`src/rtl/fetch_unit_s_pkg.sv`:
```
// ---------------------------------------------------------------------------
// fetch_unit_s_pkg
// Shared constants and types for the instruction-fetch unit.
//   NOP_INSTR     : canonical no-op encoding (addi x0,x0,0)
//   WORD_BYTES    : PC increment per fetched instruction word
//   fetch_entry_t : {pc, instr} pair carried through the fetch buffer
//   fetch_state_t : observability FSM states of the fetch unit
// ---------------------------------------------------------------------------
package fetch_unit_s_pkg;

    localparam logic [31:0] NOP_INSTR  = 32'h0000_0013;
    localparam logic [31:0] WORD_BYTES = 32'd4;

    typedef struct packed {
        logic [31:0] pc;
        logic [31:0] instr;
    } fetch_entry_t;

    typedef enum logic [1:0] {
        ST_BOOT  = 2'd0,
        ST_RUN   = 2'd1,
        ST_FLUSH = 2'd2
    } fetch_state_t;

endpackage

```
`src/rtl/fetch_buf_s.sv`:
```
// ---------------------------------------------------------------------------
// fetch_buf_s
// Small synchronous FIFO of fetch_entry_t. Slot 0 is always the head, so the
// head is a plain register that directly drives the consumer. When the last
// entry is popped the slot is left untouched, so the head keeps its last value
// while the buffer is empty.
// Ports:
//   clk         in   clock
//   rst_n       in   synchronous reset, active-low
//   push_i      in   write din_i at the tail
//   pop_i       in   consume the head (ignored when empty)
//   flush_i     in   drop all entries (wins over push)
//   din_i       in   entry to write
//   occupancy_o out  number of valid entries
//   head_o      out  head entry
//   empty_o     out  no valid entries
//   full_o      out  DEPTH valid entries
// ---------------------------------------------------------------------------
module fetch_buf_s
    import fetch_unit_s_pkg::*;
#(
    parameter int DEPTH = 2,
    parameter int CNT_W = $clog2(DEPTH + 1)
) (
    input  logic             clk,
    input  logic             rst_n,
    input  logic             push_i,
    input  logic             pop_i,
    input  logic             flush_i,
    input  fetch_entry_t     din_i,
    output logic [CNT_W-1:0] occupancy_o,
    output fetch_entry_t     head_o,
    output logic             empty_o,
    output logic             full_o
);

    logic [CNT_W-1:0] count_q, count_d;
    logic [CNT_W-1:0] wr_idx;
    logic             pop_eff;
    logic             push_eff;

    assign empty_o     = (count_q == '0);
    assign full_o      = (count_q == CNT_W'(DEPTH));
    assign occupancy_o = count_q;

    assign pop_eff  = pop_i & ~empty_o;
    assign push_eff = push_i & (~full_o | pop_eff);
    // After a pop the tail position moves down by one.
    assign wr_idx   = count_q - CNT_W'(pop_eff);

    always_comb begin
        count_d = count_q;
        if (flush_i) begin
            count_d = '0;
        end else begin
            count_d = count_q + CNT_W'(push_eff) - CNT_W'(pop_eff);
        end
    end

    always_ff @(posedge clk) begin
        if (!rst_n) begin
            count_q <= '0;
        end else begin
            count_q <= count_d;
        end
    end

    for (genvar gi = 0; gi < DEPTH; gi++) begin : g_slot
        fetch_entry_t slot_q;
        fetch_entry_t slot_d;

        if (gi < DEPTH - 1) begin : g_shift
            always_comb begin
                slot_d = slot_q;
                if (!flush_i) begin
                    if (push_eff && wr_idx == CNT_W'(gi)) begin
                        slot_d = din_i;
                    end else if (pop_eff && count_q > CNT_W'(gi + 1)) begin
                        slot_d = g_slot[gi + 1].slot_q;
                    end
                end
            end
        end else begin : g_last
            always_comb begin
                slot_d = slot_q;
                if (!flush_i && push_eff && wr_idx == CNT_W'(gi)) begin
                    slot_d = din_i;
                end
            end
        end

        always_ff @(posedge clk) begin
            if (!rst_n) begin
                slot_q <= '0;
            end else begin
                slot_q <= slot_d;
            end
        end
    end

    assign head_o = g_slot[0].slot_q;

    a_no_overflow: assert property (@(posedge clk) disable iff (!rst_n)
        !(push_i && full_o && !pop_i && !flush_i));

endmodule

```
`src/rtl/fetch_unit_s.sv`:
```
// ---------------------------------------------------------------------------
// fetch_unit_s
// Instruction-fetch initiator for a synchronous ROM with a one-cycle read.
// Owns the PC, issues one word read per cycle when the buffer has room for
// the result, tags each read with an epoch and drops responses whose epoch
// was invalidated by a redirect. Results are presented as {pc, instr} over a
// valid/ready handshake.
// Ports:
//   clk             in   clock
//   rst_n           in   synchronous reset, active-low
//   rom_addr        out  ROM word address (pc_fetch[ADDR_W+1:2])
//   rom_instr       in   ROM data, one cycle after rom_addr
//   redirect_valid  in   taken branch/jump this cycle
//   redirect_target in   new PC
//   out_valid       out  head instruction available
//   out_ready       in   decode accepts head
//   out_instr       out  head instruction
//   out_pc          out  PC of head instruction
//   misalign_err    out  sticky: a non-word-aligned redirect was seen
// ---------------------------------------------------------------------------
module fetch_unit_s
    import fetch_unit_s_pkg::*;
#(
    parameter logic [31:0] RESET_PC  = 32'h0000_0000,
    parameter int          ADDR_W    = 10,
    parameter int          BUF_DEPTH = 2
) (
    input  logic              clk,
    input  logic              rst_n,
    output logic [ADDR_W-1:0] rom_addr,
    input  logic [31:0]       rom_instr,
    input  logic              redirect_valid,
    input  logic [31:0]       redirect_target,
    output logic              out_valid,
    input  logic              out_ready,
    output logic [31:0]       out_instr,
    output logic [31:0]       out_pc,
    output logic              misalign_err
);

    localparam int CNT_W = $clog2(BUF_DEPTH + 1);

    logic [31:0]     pc_q, pc_d;
    logic            inflight_q, inflight_d;
    logic [31:0]     resp_pc_q, resp_pc_d;
    logic            resp_epoch_q, resp_epoch_d;
    logic            epoch_q, epoch_d;
    logic            misalign_q, misalign_d;
    fetch_state_t    state_q, state_d;

    logic            redirect_ok;
    logic            redirect_bad;
    logic            accept;
    logic            issue;
    logic            push;
    logic [CNT_W:0]  demand;
    logic [CNT_W-1:0] occupancy;
    logic            buf_empty;
    logic            buf_full;
    fetch_entry_t    head;
    fetch_entry_t    push_entry;

    // A misaligned target is ignored completely apart from raising the flag.
    assign redirect_ok  = redirect_valid & (redirect_target[1:0] == 2'b00);
    assign redirect_bad = redirect_valid & (redirect_target[1:0] != 2'b00);

    assign accept = out_valid & out_ready;

    // Slots that will be claimed after this cycle: buffered plus the read
    // returning next cycle, minus the entry leaving now.
    assign demand = {1'b0, occupancy} + (CNT_W + 1)'(inflight_q) - (CNT_W + 1)'(accept);
    assign issue  = ~redirect_ok & (demand < (CNT_W + 1)'(BUF_DEPTH));

    // A response returning while a redirect happens is stale as well.
    assign push       = inflight_q & (resp_epoch_q == epoch_q) & ~redirect_ok;
    assign push_entry = '{pc: resp_pc_q, instr: rom_instr};

    assign rom_addr = pc_q[ADDR_W+1:2];

    always_comb begin
        pc_d         = pc_q;
        inflight_d   = issue;
        resp_pc_d    = resp_pc_q;
        resp_epoch_d = resp_epoch_q;
        epoch_d      = epoch_q;
        misalign_d   = misalign_q | redirect_bad;
        if (redirect_ok) begin
            pc_d    = redirect_target;
            epoch_d = ~epoch_q;
        end else if (issue) begin
            pc_d         = pc_q + WORD_BYTES;
            resp_pc_d    = pc_q;
            resp_epoch_d = epoch_q;
        end
    end

    always_comb begin
        state_d = state_q;
        unique case (state_q)
            ST_BOOT:  state_d = redirect_ok ? ST_FLUSH : ST_RUN;
            ST_RUN:   state_d = redirect_ok ? ST_FLUSH : ST_RUN;
            ST_FLUSH: state_d = redirect_ok ? ST_FLUSH : ST_RUN;
            default:  state_d = ST_RUN;
        endcase
    end

    always_ff @(posedge clk) begin
        if (!rst_n) begin
            pc_q         <= {RESET_PC[31:2], 2'b00};
            inflight_q   <= 1'b0;
            resp_pc_q    <= '0;
            resp_epoch_q <= 1'b0;
            epoch_q      <= 1'b0;
            misalign_q   <= 1'b0;
            state_q      <= ST_BOOT;
        end else begin
            pc_q         <= pc_d;
            inflight_q   <= inflight_d;
            resp_pc_q    <= resp_pc_d;
            resp_epoch_q <= resp_epoch_d;
            epoch_q      <= epoch_d;
            misalign_q   <= misalign_d;
            state_q      <= state_d;
        end
    end

    fetch_buf_s #(
        .DEPTH (BUF_DEPTH)
    ) u_buf (
        .clk         (clk),
        .rst_n       (rst_n),
        .push_i      (push),
        .pop_i       (accept),
        .flush_i     (redirect_ok),
        .din_i       (push_entry),
        .occupancy_o (occupancy),
        .head_o      (head),
        .empty_o     (buf_empty),
        .full_o      (buf_full)
    );

    assign out_valid    = ~buf_empty;
    assign out_pc       = head.pc;
    assign out_instr    = head.instr;
    assign misalign_err = misalign_q;

    a_no_issue_when_full: assert property (@(posedge clk) disable iff (!rst_n)
        !(issue && buf_full && !accept));

endmodule

```
`config.mk`:
```
export PLATFORM = sky130hd
export DESIGN_NAME = fetch_unit_s
export DESIGN_NICKNAME = d
export VERILOG_FILES = /design/src/rtl/fetch_unit_s_pkg.sv /design/src/rtl/fetch_buf_s.sv /design/src/rtl/fetch_unit_s.sv
export SDC_FILE = /design/constraint.sdc
export NUM_CORES = 1
export LEC_CHECK = 0
export CORE_UTILIZATION = 57
export DETAILED_ROUTE_END_ITERATION = 8
export GPL_TIMING_DRIVEN = 1
export PLACE_DENSITY = 0.85
export SYNTH_ARGS = -nofsm -noshare
export SYNTH_HDL_FRONTEND = slang
export SYNTH_SLANG_ARGS = --single-unit
export TNS_END_PERCENT = 10
```
`constraint.sdc`:
```
create_clock -name clk -period 8.48 [get_ports clk]
set_clock_uncertainty 0.15 [all_clocks]
set_input_delay 1.272 -clock clk [delete_from_list [all_inputs] [get_ports clk]]
set_output_delay 1.272 -clock clk [all_outputs]
set_load 0.01 [all_outputs]
```
* Word-level counts from Yosys, hierarchy flattened *
Index checks and enable logic that the tools add are counted.

operators by class
  bitwise logic cells = 15
  equality and inequality tests = 3
  reduce and logical (&&, ||, !) cells = 14
  muxes and demuxes = 4
  $add $sub $neg = 6
  magnitude comparators = 2

operator list
  cell                     number
  $mux W64                 2
  $mux W32                 2
  $add A32 B3 Y32 const B  1
  $and A1 B1 Y1            8
  $logic_not A2 Y1         3
  $reduce_bool A2 Y1       3
  $not A1 Y1               5
  $logic_and A1 B1 Y1      4
  $reduce_and A2 Y1        2
  $sub A2 B1 Y2            2
  $add A2 B1 Y3            1
  $lt A3 B2 Y1 const B     1
  $sub A3 B1 Y3            1
  $add A2 B1 Y2            1
  $eq A2 B1 Y1 const B     1
  $eq A2 B2 Y1 const B     1
  $gt A2 B1 Y1 const B     1
  $or A1 B1 Y1             2
  $reduce_or A2 Y1         1
  $eq A1 B1 Y1             1
  $logic_not A1 Y1         1

storage, ports and cells
  word-level logic and storage cells = 55
  output and inout port bits = 76
  bits in registers = 198
  input bits = 68

* Depth between registers and ports, before layout *
  word-level depth = 9
  depth in mapped cells = 13
  gate-level depth less buffers = 10

* Modules after synthesis *
Synthesis repeated with hierarchy kept, for this count alone.

unflattened totals
  cell total of the unflattened synthesis = 1,052
  area total of the unflattened synthesis = 8,744.6 um2

by module, submodules not included
  module        times used  sequential area each (um2)  area each (um2)  cells each
  fetch_buf_s   1           2,602.5                     5,642.9          666
  fetch_unit_s  1           1,361.3                     3,101.7          386

* Worst setup path after synthesis *
No wires, ideal clock.

  path kind = input -> register
  from = input port out_ready
  to = register pc_q[31]
  path buffers = 0
  arrival time = 3,460 ps
  stages on the path = 9
  library setup time = 74 ps
  path slack = 4,796 ps
  data required time = 8,256 ps
  cell sequence = and2_1 -> ha_1 -> nand2b_1 -> fa_1 -> xor2_4 -> nor3_4 -> nand4_2 -> or3_1 -> a31oi_1

on the way
  cells in the longest elaborated chain, start to end = 5

RTL lines
  item                          line                 source
  from (decl)                   fetch_unit_s.sv:35   input logic out_ready,
  $and A1 B1 Y1                 fetch_unit_s.sv:67   assign accept = out_valid & out_ready;
  $sub A3 B1 Y3                 fetch_unit_s.sv:71   assign demand = {1'b0, occupancy} + (CNT_W + 1)'(inflight_q) - (CNT_W + 1)'(accept);
  $lt A3 B2 Y1                  fetch_unit_s.sv:72   assign issue = ~redirect_ok & (demand < (CNT_W + 1)'(BUF_DEPTH));
  $and A1 B1 Y1                 fetch_unit_s.sv:72
  $reduce_bool A2 Y1 (no line)  -
  to (signal assigned)          fetch_unit_s.sv:109  pc_q <= {RESET_PC[31:2], 2'b00};
  to (signal assigned)          fetch_unit_s.sv:117  pc_q <= pc_d;
  to (decl)                     fetch_unit_s.sv:43   logic [31:0] pc_q, pc_d;

No other way between the ends.
A chain may end at the register's enable or synchronous reset.

* Final worst setup path *
  from = input port redirect_valid
  to = register u_buf.g_slot[0].slot_q, in the netlist u_buf.head_o[36]

on the way
  cells in the longest elaborated chain, start to end = 7
  elaborated cells on any way between the ends = 8
  those cells by class = mux (1); bitwise (4); reduce/logical (3)

RTL lines
  item                          line                source
  from (decl)                   fetch_unit_s.sv:32  input logic redirect_valid,
  $and A1 B1 Y1 *               fetch_unit_s.sv:64  assign redirect_ok = redirect_valid & (redirect_target[1:0] == 2'b00);
  $not A1 Y1 (no line) *        -
  $and A1 B1 Y1                 fetch_unit_s.sv:75  assign push = inflight_q & (resp_epoch_q == epoch_q) & ~redirect_ok;
  $and A1 B1 Y1                 fetch_buf_s.sv:47   assign push_eff = push_i & (~full_o | pop_eff);
  $logic_and A1 B1 Y1           fetch_buf_s.sv:76   if (push_eff && wr_idx == CNT_W'(gi)) begin
  $reduce_bool A2 Y1 (no line)  -
  $reduce_and A2 Y1 (no line)   -
  to (signal assigned)          fetch_buf_s.sv:96   slot_q <= slot_d;
  to (decl)                     fetch_buf_s.sv:69   fetch_entry_t slot_q;

Mark *: on every way between the ends. The rest lies on a longest branch, timed or not.

==> results <==
- The clock passes through at most 2 buffers.
- Once placement finished, the instance area stood at approximately 9600 um2.
- During I/O placement, the number of pins put on the boundary was 144.
- The worst slew slack as a fraction of its limit is 0.258.
- Prior to clock tree synthesis, the placed netlist has a worst setup slack of 3.73 ns.
- By area, the combinational part of the netlist is dominated by simple AND/OR/NAND/NOR gates.
- The number of gates resized after CTS was 0.
- The total clock buffers created by CTS is 17.
- The arrival time of data at the critical path endpoint is 4.50 ns.
- Of the total synthesized cell area, the portion taken by full adders, half adders and majority gates is 0.00838.
- Setup violations remaining at the end of the flow were counted as 0.
- The time the worst path needs with I/O delays and setup is 4.32 ns.
- The final-layout fill cell count is 1107.
- After synthesis the cells add up to 8360 um2.
- The most used flip-flop cell after synthesis is sky130_fd_sc_hd__dfxtp_1.
- Data on the critical path is required at its endpoint by 8.66 ns.
- The post-synthesis net count is roughly 1100.
- 0 antenna diodes ended up in the layout.
- The detail-routed via count per cell is 5.81.
- The final count of hold timing violations was 0.
- The TritonCTS clock tree is built.
- The area added between synthesis and finish is 22.1%.
- The final max-slew violation count is 0.
- The peak supply drop is 0.161 mV.
- Once the clock tree was built, the setup fixing pass inserted 0 buffers.
- After synthesis, the share of cell area in mux cells is 0.00120.
- The total overflow left after global routing is 0.
- Power spread over the standard cell area amounts to 295 nW/um2.
- The core region is 14100 um2.
- The number of sinks driven by the clock tree is between 150 and 200.
- Leaving out fill and tap cells, the most frequent cell in the layout is sky130_fd_sc_hd__nand2_1.
- By startpoint and endpoint, the worst setup path is classified as input port to register.
- Measured along the y axis, the die boundary spans 123 um.
- The remaining design rule violation count is 0.
- After clock tree synthesis, the flow added hold-fix buffers numbering 0.
- The aggregate global-route resource usage is 0.267.
- Counting distinct cell types in the post-synthesis netlist gives 42.
- The class of the worst hold path is register to register.
- The number of nets still failing antenna checks after routing is 0.
- The cell sitting at the root of the clock tree is a sky130_fd_sc_hd__clkbuf_16.
- The initial utilization of the core area, before any placement, comes to 0.593.
- The maximum fanout encountered on the critical timing path is 70.
- The worst hold slack is roughly 0.3 ns.
- After routing the design area is 10200 um2.
- STA classifies the critical path endpoint as a register.
- The endpoint identified for the worst register-to-register timing path is resp_pc_q[18].
- The final core utilization is 0.724.
- After synthesis the netlist holds a flip-flop and latch count of 198.
- The final layout contains ~1200 nets.
- For the pin with the worst max-slew slack, the measured transition is 1.11 ns.
- The compound-cell area share of the yosys netlist is 0.164.
- The global-route wire length before repair is 32000 um.
- Max-cap violations in this run came to 0.
- Entering global routing, the biggest net connects 129 pins.
- The category of the worst setup path launch point is an input port.
- In the post-route analysis, the smallest setup slack over all paths is 4.16 ns.
- The average instance in the mapped netlist occupies around 8.0 um2.
- The reported leakage power is around 3.4 nW.
- The number of cells on the worst hold path is 2.
- The worst setup slack for register-to-register paths is 4.67 ns.
- The detailed router placed 7561 vias in this run.
- The clock reaches the later pin of the worst-skew pair after 0.43 ns.
- The final RePlAce weighted congestion is approximately 0.83.
- Port buffering added approximately 140 buffers.
- The number of antenna violations at the first check in global routing is 0.
- After clock tree synthesis, the clock-pin slew on the worst setup and hold paths is 0.07 ns.
- The flow ran to the end, and the final reports show no timing, DRC or antenna violations.
- Of all flip-flops after synthesis, the portion carrying an async set or reset was 0.
- In the final routed layout, each cell accounts on average for 15.4 um.
- Wire segments on met3 add up to 1240 um in the final route.
- In this run the critical register-to-register path is launched from u_buf.occupancy_o[1].
- In the layout the commonest cells are sky130_fd_sc_hd__nand2_1, sky130_fd_sc_hd__dfxtp_1, sky130_fd_sc_hd__clkdlybuf4s50_1.
- The yosys synthesis warning count is 0.
- The floorplan has 43 rows.
- The wire length the detailed router placed on met1 is about 9300 um.
- After routing, the total negative slack on setup checks comes to 0 ns.
- The launching element of the worst setup path is redirect_valid.
- The sequential-to-total area share from yosys stat is 0.474.
- The share of final-layout standard cells stronger than drive strength 1 is 0.0517.
- The start point of the worst min-delay path is misalign_err.
- In the detailed route, the total length drawn on met2 is 9170 um.
- Synthesis handed over a netlist of just over 1000 instances.
- The HPWL after detailed placement is around 12000 um.
- The die outline width is between 100 and 150 um.
- Wires add up to 20000 um.
- The detailed-router iteration count before antenna repair is 5.
- Of the total synthesized cell area, the portion taken by AND, OR, NAND and NOR gates is 0.258.
- The number of global-route vias before repair is 6621.
- Setup repair after global routing left no endpoint under its margin.
- Counting flops with a built-in enable in the synthesized netlist gives 0.
- The final critical-path share of the clock period is 0.509.
- The worst register-to-register path has a depth of 10.
- The endpoint of the worst hold-timing path is misalign_err.
- The number of H-tree levels is 4.
- The area of the die is approximately 15000 um2.
- Of the total synthesized cell area, the portion taken by XOR and XNOR cells is 0.0347.
- The upper clock frequency limit is 0.232 GHz.
- The number of DRC markers in iteration 0 is 696.
- The highest routing layer actually used is met4.
==> flip-flops by register name, indices dropped and copies added, names as in the netlist <==
register / cells
u_buf.g_slot.slot_q: 64
epoch_q: 1
u_buf.head_o: 64
misalign_err: 1
resp_pc_q: 32
inflight_q: 1
u_buf.occupancy_o: 2
resp_epoch_q: 1
pc_q: 32
==> logic make-up after synthesis <==
group                      Yosys count
AOI/OAI and AO/OA                  221
xor gates and xnor gates            31
adders and majority gates            5
buffers and inverters              108
DFF                                198
muxes                                1
and+or+nand+nor                    475
==> synthesized netlist by cell type, types with 6 or more instances <==
master | instances | share of area
sky130_fd_sc_hd__nor2_1 | 16 | 0.0072
sky130_fd_sc_hd__buf_2 | 16 | 0.0096
sky130_fd_sc_hd__clkbuf_1 | 58 | 0.026
sky130_fd_sc_hd__a211oi_1 | 7 | 0.0063
sky130_fd_sc_hd__and3_1 | 7 | 0.0052
sky130_fd_sc_hd__nand2_1 | 273 | 0.12
sky130_fd_sc_hd__a311oi_1 | 65 | 0.068
sky130_fd_sc_hd__nand3_1 | 77 | 0.046
sky130_fd_sc_hd__buf_4 | 12 | 0.011
sky130_fd_sc_hd__xor2_1 | 20 | 0.021
sky130_fd_sc_hd__inv_1 | 6 | 0.0027
sky130_fd_sc_hd__buf_1 | 12 | 0.0054
sky130_fd_sc_hd__dfxtp_1 | 198 | 0.47
sky130_fd_sc_hd__a21oi_1 | 55 | 0.033
sky130_fd_sc_hd__nand4_1 | 15 | 0.011
sky130_fd_sc_hd__xnor2_1 | 10 | 0.010
sky130_fd_sc_hd__o21ai_1 | 6 | 0.0036
sky130_fd_sc_hd__nor3_1 | 66 | 0.040
sky130_fd_sc_hd__o21ai_0 | 85 | 0.051
==> power by group <==
group          switching (mW)  total [mW]  leakage [nW]  internal, mW
Sequential              0.138        1.28          1.61          1.14
Clock                   0.348       0.768         0.276         0.420
Combinational           0.514       0.961          1.52         0.448
Total                    1.00        3.01          3.41          2.01
==> cell type report <==
cell class              instances  area (um2)  share of cell area
inverters                       7        27.5             0.00270
clock inverters                12         101             0.00994
repair buffers                151        1490               0.146
flip-flops and latches        198        3960               0.389
multi-input cells             733        3940               0.386
well taps                     180         225              0.0221
clock buffers                  20         457              0.0448
==> worst max-delay path, stage by stage <==
cell                              delay, ns
sky130_fd_sc_hd__clkdlybuf4s50_1       0.51
sky130_fd_sc_hd__nor3b_4               0.18
sky130_fd_sc_hd__buf_4                 0.68
sky130_fd_sc_hd__nor4b_4               0.16
sky130_fd_sc_hd__nand3_4               0.56
sky130_fd_sc_hd__buf_4                 0.66
sky130_fd_sc_hd__nor3_1                0.12
sky130_fd_sc_hd__a311oi_1              0.30
==> per-stage QoR <==
stage	power, mW	cells
6_report	3.01	1301
3_3_place_gp	2.23	1269
2_1_floorplan	1.81	1039
5_1_grt	3.17	1301
4_1_cts	3.01	1301
3_5_place_dp	2.25	1269
==> metal layers <==
metal,global-route usage,vias up
met5,0,-
met4,0.100,0
met3,0.0351,28
met2,0.427,256
met1,0.367,3525
li1,-,3752
==> worst max path at each step <==
stage	depth (start not counted)	endpoint
2_1_floorplan	9	pc_q[31]
3_3_place_gp	10	resp_pc_q[19]
3_5_place_dp	10	resp_pc_q[25]
4_1_cts	10	resp_pc_q[18]
5_1_grt	10	resp_pc_q[18]
6_report	8	u_buf.head_o[36]
(Power assumes the default switching activity.)
